--- config.mk ---
export PLATFORM = sky130hd
export DESIGN_NAME = uart_rx_core
export DESIGN_NICKNAME = d
export VERILOG_FILES = /design/src/rtl/uart_pkg.sv /design/src/rtl/uart_baud_tick.sv /design/src/rtl/uart_rx_core.sv
export SDC_FILE = /design/constraint.sdc
export NUM_CORES = 1
export LEC_CHECK = 0
export CORE_MARGIN = 5
export CORE_UTILIZATION = 35
export DETAILED_ROUTE_END_ITERATION = 10
export GPL_ROUTABILITY_DRIVEN = 0
export GPL_TIMING_DRIVEN = 0
export PLACE_DENSITY = 0.64
export SLEW_MARGIN = 20
export SYNTH_ARGS = -nofsm -noshare
export SYNTH_HDL_FRONTEND = slang
export SYNTH_SLANG_ARGS = --single-unit
--- constraint.sdc ---
create_clock -name clk -period 1.8 [get_ports clk]
set_input_delay 0.18 -clock clk [delete_from_list [all_inputs] [get_ports clk]]
set_output_delay 0.18 -clock clk [all_outputs]
set_load 0.005 [all_outputs]
--- src/rtl/uart_pkg.sv ---
// uart_pkg: types and constants shared by the UART receive and transmit cores.
//   uartState_t : receiver frame state
//   OVS         : oversampling factor (ticks per bit)
//   MID_TICK    : tick count from the start edge to the middle of the start bit
//   calcDiv()   : clocks per oversample tick, integer-truncated
package uart_pkg;

  typedef enum logic [2:0] {
    IDLE  = 3'd0,
    START = 3'd1,
    DATA  = 3'd2,
    STOP  = 3'd3,
    BREAK = 3'd4
  } uartState_t;

  localparam int OVS      = 16;
  localparam int MID_TICK = 8;

  // Clocks per oversample tick; the transmit core uses the same divider value.
  function automatic int calcDiv(input int clkFreq, input int bps, input int ovs);
    return clkFreq / (bps * ovs);
  endfunction

endpackage

--- src/rtl/uart_baud_tick.sv ---
// uart_baud_tick: oversample tick generator.
//   clk  : system clock
//   rst  : synchronous active-high reset
//   clr  : holds the divider at zero so the first tick lands DIV clocks after release
//   tick : one-cycle pulse every DIV clocks while clr is low
module uart_baud_tick #(
  parameter int DIV = 651
) (
  input  logic clk,
  input  logic rst,
  input  logic clr,
  output logic tick
);

  localparam int            CW   = (DIV > 1) ? $clog2(DIV) : 1;
  localparam logic [CW-1:0] LAST = CW'(DIV - 1);

  logic [CW-1:0] cnt;

  // Divider counter with registered tick on wrap.
  always_ff @(posedge clk) begin
    if (rst || clr) begin
      cnt  <= '0;
      tick <= 1'b0;
    end else if (cnt == LAST) begin
      cnt  <= '0;
      tick <= 1'b1;
    end else begin
      cnt  <= cnt + CW'(1);
      tick <= 1'b0;
    end
  end

endmodule

--- src/rtl/uart_rx_core.sv ---
// uart_rx_core: 8N1 UART receiver with 16x oversampling.
//   clk      : system clock, rising edge
//   rst      : synchronous active-high reset
//   rxIn     : asynchronous serial line, idles high
//   data     : last correctly framed byte (LSB received first)
//   valid    : one-cycle strobe, data is new this cycle
//   frameErr : one-cycle strobe, stop bit sampled low (data left unchanged)
//   busy     : high while a frame is in progress
module uart_rx_core #(
  parameter int CLK_FREQ = 100_000_000,
  parameter int BPS      = 9600,
  parameter int OVS      = 16
) (
  input  logic       clk,
  input  logic       rst,
  input  logic       rxIn,
  output logic [7:0] data,
  output logic       valid,
  output logic       frameErr,
  output logic       busy
);

  import uart_pkg::*;

  localparam int         DIV       = calcDiv(CLK_FREQ, BPS, OVS);
  localparam logic [3:0] LAST_TICK = 4'(OVS - 1);
  localparam logic [3:0] MID_LAST  = 4'(MID_TICK - 1);

  uartState_t state;
  logic       rxMeta;
  logic       rxS;
  logic       tick;
  logic       tickClr;
  logic [3:0] tc;
  logic [2:0] bitIdx;
  logic [7:0] shiftReg;

  // Two-flop synchronizer; idles high so reset does not look like a start edge.
  always_ff @(posedge clk) begin
    if (rst) begin
      rxMeta <= 1'b1;
      rxS    <= 1'b1;
    end else begin
      rxMeta <= rxIn;
      rxS    <= rxMeta;
    end
  end

  // Divider is held in IDLE so every frame's ticks are phase-aligned to its start edge.
  assign tickClr = (state == IDLE);

  uart_baud_tick #(
    .DIV (DIV)
  ) uBaudTick (
    .clk  (clk),
    .rst  (rst),
    .clr  (tickClr),
    .tick (tick)
  );

  // Frame FSM with registered strobes and busy.
  always_ff @(posedge clk) begin
    if (rst) begin
      state    <= IDLE;
      tc       <= 4'd0;
      bitIdx   <= 3'd0;
      shiftReg <= 8'h00;
      data     <= 8'h00;
      valid    <= 1'b0;
      frameErr <= 1'b0;
      busy     <= 1'b0;
    end else begin
      valid    <= 1'b0;
      frameErr <= 1'b0;
      case (state)
        IDLE: begin
          tc     <= 4'd0;
          bitIdx <= 3'd0;
          if (!rxS) begin
            state <= START;
            busy  <= 1'b1;
          end else begin
            busy  <= 1'b0;
          end
        end
        START: begin
          if (tick) begin
            if (tc == MID_LAST) begin
              tc     <= 4'd0;
              bitIdx <= 3'd0;
              if (!rxS) begin
                state <= DATA;
              end else begin
                // Line went back high before mid start bit: glitch, not a frame.
                state <= IDLE;
                busy  <= 1'b0;
              end
            end else begin
              tc <= tc + 4'd1;
            end
          end
        end
        DATA: begin
          if (tick) begin
            if (tc == LAST_TICK) begin
              tc       <= 4'd0;
              // Shift in at the MSB: after 8 bits the first bit received sits at bit 0.
              shiftReg <= {rxS, shiftReg[7:1]};
              if (bitIdx == 3'd7) begin
                state <= STOP;
              end else begin
                bitIdx <= bitIdx + 3'd1;
              end
            end else begin
              tc <= tc + 4'd1;
            end
          end
        end
        STOP: begin
          if (tick) begin
            if (tc == LAST_TICK) begin
              tc <= 4'd0;
              // Leaving at mid stop bit gives back-to-back frames no dead time.
              if (rxS) begin
                data  <= shiftReg;
                valid <= 1'b1;
                state <= IDLE;
                busy  <= 1'b0;
              end else begin
                frameErr <= 1'b1;
                state    <= BREAK;
              end
            end else begin
              tc <= tc + 4'd1;
            end
          end
        end
        BREAK: begin
          // A line held low must not be mistaken for a new start bit.
          if (rxS) begin
            state <= IDLE;
            busy  <= 1'b0;
          end
        end
        default: begin
          state <= IDLE;
          busy  <= 1'b0;
        end
      endcase
    end
  end

endmodule

Word-level counts from Yosys, hierarchy flattened
Cells that the tools add are included.

storage, ports and cells
  register bits = 42
  output and inout bits = 11

operators by class
  add/sub/neg operators = 3
  eq/ne operators = 19
  multiplexer cells = 32
  bitwise logic cells = 4
  reduce and logical (&&, ||, !) cells = 13

operator list
  kind                   number
  $mux 3                 15
  $mux 4                 4
  $pmux 3 s5             1
  $ne 2x2->1 const B     7
  $pmux 4 s3             1
  $add 10x1->10 const B  1
  $eq 10x10->1 const B   1
  $pmux 3 s3             1
  $reduce_and 9->1       1
  $mux 1                 8
  $ne 2x1->1 const B     4
  $eq 3x2->1 const B     2
  $eq 3x3->1 const B     2
  $reduce_and 3->1       2
  $reduce_and 6->1       1
  $reduce_bool 3->1      2
  $pmux 1 s5             1
  $reduce_and 5->1       1
  $add 4x1->4 const B    1
  $eq 4x3->1 const B     1
  $eq 4x4->1 const B     1
  $not 1->1              4
  $reduce_and 4->1       1
  $reduce_or 2->1        2
  other kinds (6)        6

Logic depth before layout (Yosys ltp)
Gate-level depths: netlist (run 1).

  word-level depth = 5
  gate-level depth with buffers = 6
  mapped depth without buffers = 6

By module
A second synthesis (run 1) with hierarchy kept.

second synthesis, totals
  cell total of the unflattened synthesis = 191
  area total of the unflattened synthesis = 1869.3 um2

modules (own cells, without submodules)
  module          instances  cells an instance  area an instance (um2)  seq. area each (um2)
  uart_rx_core    1          138                1353.8                  620.6
  uart_baud_tick  1          53                 515.5                   220.2

Least setup slack after synthesis (run 1)
OpenSTA, ideal clock, no wires.

  path kind = reg2reg
  from = register tc[0]
  to = register shiftReg[0]
  data arrival time = 1.511 ns
  required time = 1.672 ns
  path slack = 0.161 ns
  stages on the path, launching flop included = 7
  path buffers = 1
  clock period less this slack = 1.639 ns
  cells stage by stage = dfxtp_1 -> ha_1 -> buf_4 -> nand3_2 -> nor4_4 -> mux2i_1 -> nor2_1

on the way
  word-level cells in the longest chain between the ends = 2

ends and longest elaborated chain
  item                               line                 text
  start, declared                    uart_rx_core.sv:34   logic [3:0] tc;
  start signal, assigned             uart_rx_core.sv:99   tc <= tc + 4'd1;
  start signal, assigned             uart_rx_core.sv:115  tc <= tc + 4'd1;
  start signal, assigned             uart_rx_core.sv:134  tc <= tc + 4'd1;
  $eq 4x4->1                         uart_rx_core.sv:105  if (tc == LAST_TICK) begin
  $reduce_and 3->1 (no source line)  -
  end signal, assigned               uart_rx_core.sv:108  shiftReg <= {rxS, shiftReg[7:1]};
  end, declared                      uart_rx_core.sv:36   logic [7:0] shiftReg;

Every way passes these cells.
A chain may end at the register's enable or synchronous reset.

Worst setup path after layout (run 1)
  from = register bitIdx[0]
  to = register bitIdx[1]

on the way
  word-level cells in the longest chain between the ends = 5

ends and longest elaborated chain
  item                    line                 text
  start, declared         uart_rx_core.sv:35   logic [2:0] bitIdx;
  start signal, assigned  uart_rx_core.sv:112  bitIdx <= bitIdx + 3'd1;
  $add 3x1->3             uart_rx_core.sv:112
  $mux 3                  uart_rx_core.sv:109  if (bitIdx == 3'd7) begin
  $mux 3                  uart_rx_core.sv:105
  $mux 3                  uart_rx_core.sv:104  if (tick) begin
  $pmux 3 s3              uart_rx_core.sv:75   case (state)

Parallel ways exist; a longest one is shown, timed or not. The select of a mux whose other input is x is not followed.

==> metrics.md, run 1 <==
| Metric | Value |
|---|---|
| Post-detailed-routing wire length | `3398 um` |
| Drt via density | `4.729` |
| Slowest stage cell, crit path | `dfxtp_1` |
| Pwr/cell area | `738.1 nW/um^2` |
| Placed wire-length estimate | `2325 um` |
| Nets | `228` |
| Number of placed cells counting well taps | `280` |
| Pin count of the biggest net entering global routing | `14` |
| Fraction of layout cells with a size suffix above 1 | `12.67%` |
| FMAX | `592.5 MHz` |
| Final non-filler cell total | `291` |
| Number of slew-limit violations in the final report | `0` |
| Clock tree from TritonCTS | `done` |
| Mean instance size in the synthesized netlist | `9.207 sq um` |
| GRT overflow | `0` |
| Critical path data required time | `2.03 ns` |
| Min-delay worst type | `in -> reg` |
| CP endpoint kind | `flip-flop` |
| Total number of vias | `1376` |
| Slew at the pin closest to its max-slew limit | `0.5117 ns` |
| Count of yosys warnings during synthesis | `0` |
| Wire length of the first global-routing pass | `5934 um` |
| Cell variety after synth | `42` |
| Seq/Total Area, Yosys | `46.12%` |
| Root buffer cell | `clkbuf_8` |
| Number of nets in the synthesized netlist | `206` |
| Clock tree sinks | `42` |
| Number of global-route vias before repair | `1324` |
| Post-synthesis to final-layout area growth | `19.84%` |
| Initial core utilization | `35.92%` |
| Post-route clock period utilization | `93.76%` |
| H-tree levels | `2` |
| Die Width | `82.17 um` |
| Internal power | `1.260 mW` |
| Worst Path Buf+Inv | `0` |
| Top FF cell, synth | `dfxtp_1` |
| Reg power frac | `58.0%` |
| Combined global-route utilization of all metal layers | `11.56%` |
| Antenna violations before repair | `0` |
| Critical path's largest stage delay | `0.33 ns` |
| Hold-fix buffer count after cts | `0` |
| Post-detailed-route wirelength per cell | `11.68 um` |
| Diodes inserted | `0` |
| Flip-flop and latch count after synthesis | `42` |
| Number of cell rows | `26` |
| Relative slew margins | `65.89%` |
| Routed Antenna Nets | `0` |
| Total clock buffers created by CTS | `5` |
| Die Outline Area | `6752 sq um` |
| Gate power share | `3.1%` |
| Final core area utilization | `43.05%` |
| Outcome | `finished clean` |
| Arrival @ worst endpoint | `1.91 ns` |
| Critical Path Most Common Cell | `ha_1` |
| CP startpoint kind | `flip-flop` |
| Highest ir drop seen on vdd | `0.4253 mV` |
| Final standard cell area without fillers | `2185 sq um` |
| Vertical die dimension | `82.17 um` |
| # Max-Cap Violations | `0` |
| Biggest fanout along the worst timing path | `5` |
| Gate count of the mapped netlist | `198` |
| Switching component of the power | `352.8 uW` |
| Clock-pin transition on the worst setup and hold timing paths | `0.08 ns` |
| CORE AREA | `5075 sq um` |
| Critical path's top delay family | `simple AND/OR/NAND/NOR gates` |
| Classification of the worst setup path | `reg -> reg` |
| Clock latency of the later-clocked register in the worst-skew pair | `0.29 ns` |
| Clock share of power | `38.8%` |
| Count of pins on the block boundary | `14` |
| Maximum clock skew at final layout | `0.004772 ns` |
| Number of fill cells | `533` |
| Net Sw Frac | `21.88%` |
| Total standard cell area after synthesis | `1823 sq um` |
| Violation count after the first detailed-route iteration | `57` |
| Number of iterations in the first detailed-routing pass | `4` |
| Final setup violation count | `0` |
| Post-detailed-placement cell area | `2031 sq um` |
| Final total negative setup slack | `0 ns` |
| Final Hold Fails | `0` |
| Leakage power of the design | `0.7670 nW` |
| Chain of cells forming the critical path | `ha_1 -> ha_1 -> nor4b_2 -> a41oi_2 -> nand4b_1 -> a21oi_1` |
| Synth async-reset ratio | `0%` |
| Maximum root-to-sink buffer count | `2` |
| Post-detailed-route DRC marker count | `0` |
| EDFF count, synth | `0` |
| Port buffer count | `12` |
| Final critical path time including I/O delays and setup | `1.688 ns` |
[cells by family (layout without fill, tap and decap cells)]
| logic type | count (synthesis) | in the layout | synth area share (%) |
|---|---|---|---|
| DFF | 42 | 42 | 46.12 |
| adders and majority gates | 6 | 6 | 3.981 |
| AOI/OAI and AO/OA | 20 | 20 | 6.932 |
| buffers and inverters | 15 | 38 | 4.392 |
| xor gates and xnor gates | 10 | 10 | 4.804 |
| and+or+nand+nor | 89 | 89 | 24.98 |
| muxes | 16 | 16 | 8.785 |
[metrics by stage]
step	hold slack, ns	setup slack, ns	power [mW]
4_1_cts	0.3093	0.01720	1.641
5_1_grt	0.3683	-0.01224	1.698
2_1_floorplan	0.2838	0.1610	0.9890
6_report	0.3113	0.1123	1.612
3_3_place_gp	0.3927	-0.06712	1.003
3_5_place_dp	0.3999	-0.08572	1.004
[layout make-up]
class                           instances  area, sq um  area share (%)
Inverter                                3        11.26          0.5155
Clock inverter                          2        12.51          0.5727
Tap cell                               70        87.58           4.009
Timing Repair Buffer                   15        155.1           7.102
Buffer                                 12        68.82           3.150
Multi-Input combinational cell        141        924.6           42.33
Sequential cell                        42        842.1           38.55
Clock buffer                            6        82.58           3.780
[placed cells by master (no fill, tap or decap), types with 5 or more instances in the layout]
cell type / n
nor2_1: 41
dfxtp_1: 41
mux2i_1: 16
clkdlybuf4s50_1: 12
nand2_1: 11
nor3_1: 7
nand3_1: 7
o21ai_0: 7
clkbuf_1: 6
buf_4: 6
xnor2_1: 6
clkbuf_8: 6
a21oi_1: 5
ha_1: 5
[sequential cells by signal, indices dropped and copies added, names as in the netlist, 3 cells and up]
| signal | cells |
|---|---|
| uBaudTick.cnt | 10 |
| shiftReg | 8 |
| data | 8 |
| bitIdx | 3 |
| tc | 4 |
| state | 3 |
[cell usage after synthesis, types with 3 or more instances]
cell type  count  area (sq um)
nor2_1        41         153.9
inv_1          3         11.26
dfxtp_1       42         840.8
buf_4          4         30.03
nor3_1         7         35.03
clkbuf_1       6         22.52
xor2_1         4         35.03
o21ai_0        7         35.03
nand3_1        7         35.03
nand2_1       11         41.29
ha_1           5         62.56
mux2i_1       16         160.2
a21oi_1        5         25.02
or2_2          3         18.77
xnor2_1        6         52.55
[what timing repair did]
action	4_1_cts	5_1_grt
resized for setup	1	3
setup endpoints to repair	9	19
gates cloned	0	0
setup buffers	1	2
pin swaps	1	2
[power by group through the flow]
stage | Sequential [mW] | Combinational (mW) | Clock, mW
after floorplan | 0.957 | 0.0317 | 0
after global placement | 0.958 | 0.0456 | 0
after detailed placement | 0.958 | 0.0462 | 0
after CTS | 0.936 | 0.0467 | 0.658
after global routing | 0.937 | 0.0553 | 0.706
final | 0.936 | 0.0505 | 0.626
[per-layer routing]
| layer | routed length [um] | share of wire, % | GRT usage, % |
|---|---|---|---|
| met4 | 69 | 2.0 | 6.811 |
| met2 | 1442 | 42 | 16.88 |
| met5 | 0 | 0 | 0 |
| met3 | 103 | 3.0 | 3.471 |
| met1 | 1783 | 52 | 14.99 |
[final timing paths]
path,from,to,slack (ns),cells past startpoint
worst max-delay path,bitIdx[0],bitIdx[1],0.11,6
worst min-delay path,rst,tc[0],0.31,2
worst max register to register,bitIdx[0],bitIdx[1],0.11,6
worst min register to register,rxMeta,rxS,0.41,1
No activity file was read; power rests on OpenSTA's default activity.
==> run 2: changes to the inputs <==
--- a/config.mk
+++ b/config.mk
@@ -5,6 +5,7 @@
 export SDC_FILE = /design/constraint.sdc
 export NUM_CORES = 1
 export LEC_CHECK = 0
+export CAP_MARGIN = 20
 export CORE_MARGIN = 5
 export CORE_UTILIZATION = 35
 export DETAILED_ROUTE_END_ITERATION = 10
==> results of run 2 <==
No change in the layout: final DEF, timing and power equal those of run 1.
==> run 3: changes to the inputs <==
--- a/config.mk
+++ b/config.mk
@@ -11,7 +11,7 @@
 export DETAILED_ROUTE_END_ITERATION = 10
 export GPL_ROUTABILITY_DRIVEN = 0
 export GPL_TIMING_DRIVEN = 0
-export PLACE_DENSITY = 0.64
+export PLACE_DENSITY = 0.56
 export SLEW_MARGIN = 20
 export SYNTH_ARGS = -nofsm -noshare
 export SYNTH_HDL_FRONTEND = slang
==> run 3 against run 2 <==
  * Clock-buffer cell count down 1
  * Sequential power about the same
  * Hold slack got worse by 0.032 ns
  * Final cell count decreased by 0.69%
  * Clock skew grew 0.0049 ns
  * First-iteration DRC count up 77%
  * Power fell by 1.9%
  * Die area did not move
  * Core utilization fell by 0.27 points
  * Critical endpoint unchanged
  * Largest cell class unchanged
  * Largest power group unchanged
  * Highest routed layer unchanged
==> metrics.md, run 3 (synthesis results as in run 1) <==
| Metric | Value |
|---|---|
| Number of placed cells counting well taps | `280` |
| Final total negative setup slack | `0 ns` |
| CP startpoint kind | `flip-flop` |
| Pre-CTS WS | `-0.09343 ns` |
| Post-detailed-routing wire length | `3388 um` |
| Clock tree from TritonCTS | `done` |
| Relative slew margins | `69.12%` |
| Number of slew-limit violations in the final report | `0` |
| Number of global-route vias before repair | `1319` |
| Number of fill cells | `529` |
| Placed wire-length estimate | `2401 um` |
| Port buffer count | `12` |
| Post-detailed-route DRC marker count | `0` |
| GRT overflow | `0` |
| Total number of vias | `1364` |
| Antenna violations before repair | `0` |
| Hold Worst Slack | `0.2791 ns` |
| Outcome | `finished clean` |
| Arrival @ worst endpoint | `1.90 ns` |
| Leading cell type in the layout, fill and taps excluded | `dfxtp_1` |
| H-tree levels | `2` |
| Leakage power of the design | `0.7528 nW` |
| Nets | `226` |
| Die Outline Area | `6752 sq um` |
| Count of pins on the block boundary | `14` |
| Pin count of the biggest net entering global routing | `15` |
| FMAX | `596.8 MHz` |
| Post-detailed-route wirelength per cell | `11.72 um` |
| Min-delay worst type | `in -> reg` |
| Biggest regs | `uBaudTick.cnt (10), data (8), shiftReg (8)` |
| Vertical die dimension | `82.17 um` |
| R2R depth | `6` |
| Final critical path time including I/O delays and setup | `1.676 ns` |
| Combined global-route utilization of all metal layers | `11.76%` |
| Diodes inserted | `0` |
| Violation count after the first detailed-route iteration | `101` |
| Slowest stage cell, crit path | `dfxtp_1` |
| Drt via density | `4.720` |
| Worst r2r dst | `bitIdx[1]` |
| Highest ir drop seen on vdd | `0.3375 mV` |
| Hold-fix buffer count after cts | `0` |
| CORE AREA | `5075 sq um` |
| Root buffer cell | `clkbuf_8` |
| Routed Antenna Nets | `0` |
| Critical Path Most Common Cell | `ha_1` |
| Number of cell rows | `26` |
| Initial core utilization | `35.92%` |
| Pwr/cell area | `728.6 nW/um^2` |
| Final non-filler cell total | `289` |
| Biggest fanout along the worst timing path | `6` |
| Highest-count cells in the layout ignoring fill and taps | `42 x dfxtp_1, 41 x nor2_1, 16 x mux2i_1` |
| Minimum setup slack among reg-to-reg paths | `0.12 ns` |
| Final Hold Fails | `0` |
| Unrepaired setup endpoints after global routing | `true` |
| Post-route clock period utilization | `93.08%` |
| Slew at the pin closest to its max-slew limit | `0.4632 ns` |
| Clock tree sinks | `42` |
| Number of iterations in the first detailed-routing pass | `4` |
| Fraction of layout cells with a size suffix above 1 | `11.42%` |
| Critical path's top delay family | `simple AND/OR/NAND/NOR gates` |
| Worst hold stages | `2` |
| R2R Path Start | `bitIdx[0]` |
| Maximum clock skew at final layout | `0.009716 ns` |
| Die Width | `82.17 um` |
| Flip-flop count of the largest register, all copies and words added | `10` |
| Worst Path Buf+Inv | `0` |
| Critical path data required time | `2.02 ns` |
| CP endpoint kind | `flip-flop` |
| Critical path's largest stage delay | `0.33 ns` |
| Post-synthesis to final-layout area growth | `19.08%` |
| Final setup violation count | `0` |
| Register name with the most flops | `uBaudTick.cnt` |
| Worst Hold Launch | `rst` |
| Final setup slack of the worst path | `0.1245 ns` |
| Clock-pin transition on the worst setup and hold timing paths | `0.08 ns` |
| Maximum root-to-sink buffer count | `2` |
| End of the worst hold path | `tc[0]` |
| Total clock buffers created by CTS | `5` |
| Final core area utilization | `42.78%` |
| Chain of cells forming the critical path | `ha_1 -> ha_1 -> nor4b_2 -> a41oi_2 -> nand4b_1 -> a21oi_1` |
| Clock latency of the later-clocked register in the worst-skew pair | `0.29 ns` |
| Wire length of the first global-routing pass | `6058 um` |
| Classification of the worst setup path | `reg -> reg` |
| # Max-Cap Violations | `0` |
## run 3: cell count changes in the layout (fill, tap and decap cells not counted), sizes merged
cell,previous run,this run
buf,9,7
clkinv,1,2
clkbuf,12,11
## run 3: worst reg2reg max path, stage by stage (launching register included)
cell and delay [ns]:
dfxtp_1 0.33, ha_1 0.20, ha_1 0.21, nor4b_2 0.25
a41oi_2 0.23, nand4b_1 0.23, a21oi_1 0.15
## run 3: where the power goes
| group | internal, mW | switching, mW |
|---|---|---|
| registers | 0.933 | 0.00311 |
| clock network | 0.272 | 0.328 |
| logic | 0.0164 | 0.0290 |
| total | 1.22 | 0.360 |
## run 3: layout make-up
type	instances	area (sq um)	share of cell area, %
timing repair buffer	13	140.1	6.455
clock inverter	3	21.27	0.9798
sequential	42	840.8	38.73
clock buffer	5	68.82	3.170
tap	70	87.58	4.035
buffer	12	68.82	3.170
inverter	3	11.26	0.5187
multi-input combinational	141	932.1	42.94
## run 3: per-stage QoR
stage | total power [mW] | cell area, sq um
6_report | 1.582 | 2171
5_1_grt | 1.662 | 2171
4_1_cts | 1.614 | 2141
3_5_place_dp | 1.003 | 2031
3_3_place_gp | 1.003 | 2031
2_1_floorplan | 0.9890 | 1823
## run 3: metal layers
metal  global-route usage, %  wire (um)
met2                   17.69       1454
met1                   15.64       1757
met3                   3.145        123
met4                   5.482         51
met5                       0          0
## run 3: worst max-delay path by stage
stage | startpoint | end | slack, ns | depth (start not counted)
global placement | tc[0] | shiftReg[5] | -0.07 | 6
finish | bitIdx[0] | bitIdx[1] | 0.12 | 6
detailed placement | tc[0] | shiftReg[2] | -0.09 | 6
CTS | bitIdx[0] | bitIdx[1] | 0.03 | 6
global route | bitIdx[0] | bitIdx[1] | -0.05 | 6
floorplan | tc[0] | shiftReg[0] | 0.16 | 6
## run 3: what timing repair did
item | in CTS | in global routing
setup endpoints to repair | 8 | 19
pin swaps | 1 | 1
setup buffers | 1 | 0
resized for setup | 0 | 4
